==> src/rtl/control_config_loader.sv <==
// Word-serial configuration loader: assembles a CONF_WIDTH-bit word from a
// valid/ready stream, verifies an XOR checksum and commits it with a cset strobe.
module control_config_loader #(
  parameter int unsigned W          = 8,
  parameter int unsigned CONTROLIN  = 6,
  parameter int unsigned SEL_PER_IN = $clog2(W * 2),
  parameter int unsigned CONF_WIDTH = SEL_PER_IN * CONTROLIN,
  parameter int unsigned DW         = 8
) (
  input  logic                  clk,
  input  logic                  rst,
  input  logic                  start,
  input  logic                  abort,
  input  logic [DW-1:0]         cfg_data,
  input  logic                  cfg_valid,
  output logic                  cfg_ready,
  output logic [CONF_WIDTH-1:0] c,
  output logic                  cset,
  output logic                  busy,
  output logic                  done,
  output logic                  err
);

  localparam int unsigned NWORDS = (CONF_WIDTH + DW - 1) / DW;
  localparam int unsigned CW     = $clog2(NWORDS + 1);

  localparam logic [1:0] S_IDLE   = 2'd0;
  localparam logic [1:0] S_LOAD   = 2'd1;
  localparam logic [1:0] S_CHECK  = 2'd2;
  localparam logic [1:0] S_COMMIT = 2'd3;

  localparam logic [CONF_WIDTH-1:0] WORD_MASK = CONF_WIDTH'({DW{1'b1}});

  logic [1:0]            state_q, state_d;
  logic [CW-1:0]         cnt_q, cnt_d;
  logic [DW-1:0]         acc_q, acc_d;
  logic [CONF_WIDTH-1:0] shadow_q, shadow_d;
  logic                  err_q, err_d;
  logic                  cset_q, done_q, busy_q;
  logic                  xfer;
  logic [31:0]           word_shift;

  assign cfg_ready  = (state_q == S_LOAD) || (state_q == S_CHECK);
  assign xfer       = cfg_valid && cfg_ready;
  assign word_shift = DW * 32'(cnt_q);

  // Next-state and datapath update
  always_comb begin
    state_d  = state_q;
    cnt_d    = cnt_q;
    acc_d    = acc_q;
    shadow_d = shadow_q;
    err_d    = err_q;
    case (state_q)
      S_IDLE: begin
        if (start) begin
          state_d  = S_LOAD;
          cnt_d    = '0;
          acc_d    = '0;
          shadow_d = '0;
          err_d    = 1'b0;
        end
      end
      S_LOAD: begin
        if (abort) begin
          state_d = S_IDLE;
        end else if (xfer) begin
          // Bits shifted past CONF_WIDTH fall off; the checksum still sees them
          shadow_d = (shadow_q & ~(WORD_MASK << word_shift))
                   | (CONF_WIDTH'(cfg_data) << word_shift);
          acc_d    = acc_q ^ cfg_data;
          cnt_d    = cnt_q + CW'(1);
          if (cnt_q == CW'(NWORDS - 1)) begin
            state_d = S_CHECK;
          end
        end
      end
      S_CHECK: begin
        if (abort) begin
          state_d = S_IDLE;
        end else if (xfer) begin
          if (cfg_data == acc_q) begin
            state_d = S_COMMIT;
          end else begin
            state_d = S_IDLE;
            err_d   = 1'b1;
          end
        end
      end
      S_COMMIT: state_d = S_IDLE;
      default:  state_d = S_IDLE;
    endcase
  end

  always_ff @(posedge clk or negedge rst) begin
    if (!rst) begin
      state_q  <= S_IDLE;
      cnt_q    <= '0;
      acc_q    <= '0;
      shadow_q <= '0;
      err_q    <= 1'b0;
      cset_q   <= 1'b0;
      done_q   <= 1'b0;
      busy_q   <= 1'b0;
    end else begin
      state_q  <= state_d;
      cnt_q    <= cnt_d;
      acc_q    <= acc_d;
      shadow_q <= shadow_d;
      err_q    <= err_d;
      cset_q   <= (state_d == S_COMMIT);
      done_q   <= (state_d == S_COMMIT);
      busy_q   <= (state_d != S_IDLE);
    end
  end

  assign c    = shadow_q;
  assign cset = cset_q;
  assign done = done_q;
  assign busy = busy_q;
  assign err  = err_q;

endmodule

==> config.mk <==
export PLATFORM = sky130hd
export DESIGN_NAME = control_config_loader
export DESIGN_NICKNAME = d
export VERILOG_FILES = /design/src/rtl/control_config_loader.sv
export SDC_FILE = /design/constraint.sdc
export NUM_CORES = 1
export LEC_CHECK = 0
export ABC_AREA = 1
export CAP_MARGIN = 30
export CORE_MARGIN = 2
export CORE_UTILIZATION = 30
export CTS_CLUSTER_SIZE = 10
export DETAILED_ROUTE_END_ITERATION = 8
export GPL_TIMING_DRIVEN = 0
export PLACE_DENSITY = 0.52
export SLEW_MARGIN = 20
export SYNTH_ARGS = -nofsm -noshare
export SYNTH_HDL_FRONTEND = slang
export SYNTH_SLANG_ARGS = --single-unit
export TNS_END_PERCENT = 5
==> constraint.sdc <==
create_clock -name clk -period 3 [get_ports clk]
set_input_delay 0.3 -clock clk [delete_from_list [all_inputs] [get_ports clk]]
set_output_delay 0.3 -clock clk [all_outputs]
set_load 0.05 [all_outputs]
# Word-level counts from Yosys, hierarchy flattened
# Cells that the tools add are included.
# totals
ff_bits	39
in_bits	13
output_inout_bits	29
word_cells	59
# op_classes
add_sub_neg	1
n_eq_ne	12
shifts	2
mux	25
bitwise	4
reduce_logical	8
# op_table
cell	count
two-way mux 24 bit	3
case mux 24 bit (2 select lines)	1
AND 24 bit	1
two-way mux 8 bit	3
inverter 24 bit	1
OR 24 bit	1
left shift 8 x 5 -> 24 bit	1
left shift 8 x 5 -> 24 bit (first input constant)	1
two-way mux 2 bit	10
case mux 8 bit (2 select lines)	1
inequality test 2 bit (second input constant)	6
== test 2 bit (second input constant)	4
== test 8 bit	1
case mux 2 bit (4 select lines)	1
XOR 8 bit	1
nonzero test 2 bit	3
AND reduction 5 bit	1
two-way mux 1 bit	4
case mux 2 bit (2 select lines)	1
AND reduction 4 bit	1
adder 2 x 1 -> 2 bit (second input constant)	1
== test 2 x 1 -> 1 bit (second input constant)	1
logical NOT 2 bit	1
case mux 1 bit (2 select lines)	1
2 further kinds	2

# Depth between registers and ports, before layout
# depth
word_depth	7
depth_mapped	13
depth_no_buf	13

# Worst setup path after synthesis
# Ideal clock, no wire load.
# synth_path
kind	reg2reg
start	reg state_q[0]
end	reg shadow_q[16], in the netlist c[16]
setup_ns	0.131
arrival_time_ns	2.127
required_time_ns	2.869
setup_slack_ns	0.742
path_stages_with_launch	12
path_buffers	0
period_less_slack_ns	2.258
path_cell_list	dfrtp_1 inv_1 ha_1 nand2_1 nor2_1 nand2_2 nor2_8 inv_4 o21ai_4 inv_4 a21oi_4 o22ai_1
# synth_via
elab_chain_cells	5
word_cells_on_any_way	11
classes_between	eq/ne (5); mux (1); reduce/logical (5)
# synth_rtl
element	line_no	source
start: declaration	34	logic [1:0] state_q, state_d;
start signal: assignment	106	state_q <= state_d;
== test 2 x 1 -> 1 bit / == test 2 bit (equally long branches)	43	assign cfg_ready = (state_q == S_LOAD) || (state_q == S_CHECK);
logical OR 1 bit (*)	43	
via cfg_ready	16	output logic cfg_ready,
logical AND 1 bit (*)	44	assign xfer = cfg_valid && cfg_ready;
inequality test 2 bit (no line) (*)	-	
AND reduction 4 bit (no line) (*)	-	
end signal: assignment	109	shadow_q <= shadow_d;
end: declaration	37	logic [CONF_WIDTH-1:0] shadow_q, shadow_d;
# The timed path passes the listed nets; every way through them passes the cells marked *.
# A chain may end at the register's enable or synchronous reset.

# Worst setup path after layout
# layout_path
start	reg state_q[0]
end	reg shadow_q[10], in the netlist c[10]
# layout_via
elab_chain_cells	5
word_cells_on_any_way	11
classes_between	eq/ne (5); mux (1); reduce/logical (5)
# layout_rtl
element	line_no
== test 2 x 1 -> 1 bit / == test 2 bit (equally long branches)	43, 54
logical OR 1 bit	43
logical AND 1 bit	44
inequality test 2 bit (no line)	-
AND reduction 4 bit (no line)	-
# Parallel ways exist; a longest one is shown, timed or not.

==> metrics.txt <==
Tcrit/Tclk final 0.7695; Worst EP required approximately 3.2 ns; gr ovfl total 0; path type of the worst setup path flip-flop to flip-flop; sequential share of power 0.344; most common cell after layout, fill and taps aside nand2_1; Post-Syn Area 0.001862 sq mm; switching share of power 0.4469; CP Launch Point state_q[0]$_DFF_PN0_; post-DR vias/cell 4.558; Longest Clk Path Bufs 2; Comb pwr share 0.468; worst-path cell with the longest stage delay nor2_1; Worst Skew just under 0.01 ns; Yosys warning total 0; Buf/Inv on CP 2; status finished, final reports clean; Clk Latency, worst-skew pair 0.29 ns; Seq/Total Area, Yosys 0.5242; Power Total 2.138 mW; final worst setup slack 0.6916 ns; most frequent cells in the layout 61 x nand2_1, 40 x clkdlybuf4s50_1, 39 x dfrtp_1, 34 x inv_1, 27 x o21ai_0; final setup fails 0; Ports 42; H-tree Lvls 2; Post-CTS Setup Repair Bufs 0; Pins Over Slew Limit 0; Synth Register Bits 39; CP cell instances inv_1, ha_1, nand2_1, nor2_1, nand2_2, nor2_8, inv_4, nor2_1, o21ai_0, o21ai_0; fin nets 287; startpoint types flip-flop; Period minus WS final about 2.3 ns; CTS buffer count 5; gp weighted congestion 0.7929; global-route wire length before repair 7410 um; Power per Cell Area 854.5 mW/mm^2; Die Height roughly 83 um; Clk pwr share 0.187; Setup TNS Final 0 ns; TritonCTS clock tree done; Syn Area/Cell 8.540 sq um; switching power total ~960 uW; hold_ws 0.4877 ns; headroom to the max-slew limit 0.6398; initial antenna violation count 0; Die X a little over 80 um; Starting DRT DRC Count 90; crit-path max cell delay 0.43 ns; dpl hpwl 3284 um; Reg2Reg Launch Point state_q[0]$_DFF_PN0_; vias in the first global route 1540; min-delay worst type flip-flop to flip-flop; DRC violations left 0; Total GRT Usage 0.1465; core area slightly below 0.006 sq mm; Mapped Cells 218; Netlist cell types 23; critical path's top delay family simple AND/OR/NAND/NOR gates; Critical Path End Type flip-flop; die area 0.006852 sq mm; critical path fanouts, max 10; site row count 28; worst-margin pin slew 0.5383 ns; Buffers on Ports 41; WL per Instance ~13 um; Int Power ~1.2 mW; share of cells above drive strength 1 0.07807; antenna viol nets, final 0; setup slack at placement 0.7052 ns; endpoints failing hold 0; Critical Path AT around 2.5 ns; clock sink total 39; DRT Pass-1 Iters 4; routed vias 1568; Maximum Capacitance Violations 0; Peak Freq around 430 MHz; pin count of the biggest net entering global routing 22; drt total wl about 4400 um; Leakage between 1 and 1.5 nW; Max rail drop VDD 0.3164 mV; CTS root buf clkbuf_8; Initial Utilization 0.3126; diode count 0; synthesis-to-layout area growth 34.41%; syn_nets 237; RSZ-0062 raised after global routing false; CTS clk-pin slew, worst paths 0.08 ns; critical hold path startpoint c[2]$_DFFE_PN0P_
## worst paths after layout
check | end | cells after the start | slack, ns
min | c[2]$_DFFE_PN0P_ | 2 | 0.49
max | c[10]$_DFFE_PN0P_ | 10 | 0.69
min in group asynchronous | done$_DFF_PN0_ | 2 | 0.51
min reg2reg | c[2]$_DFFE_PN0P_ | 2 | 0.49
max in group asynchronous | c[8]$_DFFE_PN0P_ | 3 | 2.00
max reg2reg | c[10]$_DFFE_PN0P_ | 10 | 0.69
## kinds of logic (layout without fill, tap and decap cells)
logic type	count (synthesis)	in the layout	share of synthesized area
and+or+nand+nor	81	81	0.1815
AOI/OAI and AO/OA	50	50	0.1640
buffers and inverters	42	93	0.09005
DFF	39	39	0.5242
adders and majority gates	6	6	0.04032
## cell usage after synthesis, drive strengths merged
| cell | n | area (sq um) |
|---|---|---|
| nand2 | 62 | 235.2 |
| dfrtp | 39 | 975.9 |
| inv | 38 | 147.6 |
| o21ai | 29 | 160.2 |
| o22ai | 15 | 93.84 |
| nor2 | 9 | 50.05 |
| nand3 | 8 | 40.04 |
| ha | 6 | 75.07 |
| o31ai | 3 | 22.52 |
| a21oi | 2 | 21.27 |
| buf | 2 | 12.51 |
| nand4 | 2 | 12.51 |
| clkbuf | 1 | 3.750 |
| clkinv | 1 | 3.750 |
| o211ai | 1 | 7.510 |
## per-layer routing
| layer | GRT usage | part of all wire | up-vias | wire [um] |
|---|---|---|---|---|
| li1 | - | - | 806 | - |
| met1 | 0.2003 | 0.49 | 729 | 2167 |
| met2 | 0.2298 | 0.46 | 28 | 2012 |
| met3 | 0.03571 | 0.037 | 5 | 163 |
| met4 | 0.04426 | 0.014 | 0 | 62 |
| met5 | 0 | 0 | - | 0 |
## metrics by stage
| step | util | std cells | instance area (sq um) |
|---|---|---|---|
| 6_report | 0.4202 | 344 | 2502 |
| 4_1_cts | 0.4202 | 344 | 2502 |
| 2_1_floorplan | - | 218 | 1862 |
| 5_1_grt | 0.4202 | 344 | 2502 |
| 3_5_place_dp | 0.4011 | 335 | 2389 |
| 3_3_place_gp | 0.3973 | 334 | 2366 |
## flip-flops by register name, summed over array words and instances, names as in the netlist
signal and cells:
acc_q 8, err 1, done 1, busy 1, c 24, state_q 2
cnt_q 2
## cell type report
class,instances,area (sq um)
Fill cell,626,3453
Sequential cell,39,975.9
Multi-Input combinational cell,137,718.2
Timing Repair Buffer,43,442.9
Inverter,39,151.4
Clock buffer,7,96.34
Tap cell,75,93.84
Buffer,3,16.27
Clock inverter,1,7.507
## power by group through the flow
stage / registers (mW) / logic, mW / clock network [mW]
after floorplan: 0.982 / 0.464 / 0
after global placement: 0.744 / 0.998 / 0
after detailed placement: 0.747 / 1.01 / 0
after CTS: 0.737 / 1.01 / 0.410
after global routing: 0.754 / 1.11 / 0.431
final: 0.736 / 1.00 / 0.401
## worst register-to-register path, cell delays in order (launching register included)
cell	delay [ns]
dfrtp_1	0.40
inv_1	0.11
ha_1	0.30
nand2_1	0.13
nor2_1	0.15
nand2_2	0.16
nor2_8	0.17
inv_4	0.09
nor2_1	0.43
o21ai_0	0.17
o21ai_0	0.10
## what timing repair did
item / in CTS / in global routing
resized for setup: 0 / 0
hold endpoints to repair: 20 / 0
hold buffers: 1 / 0
(Power assumes the default switching activity.)
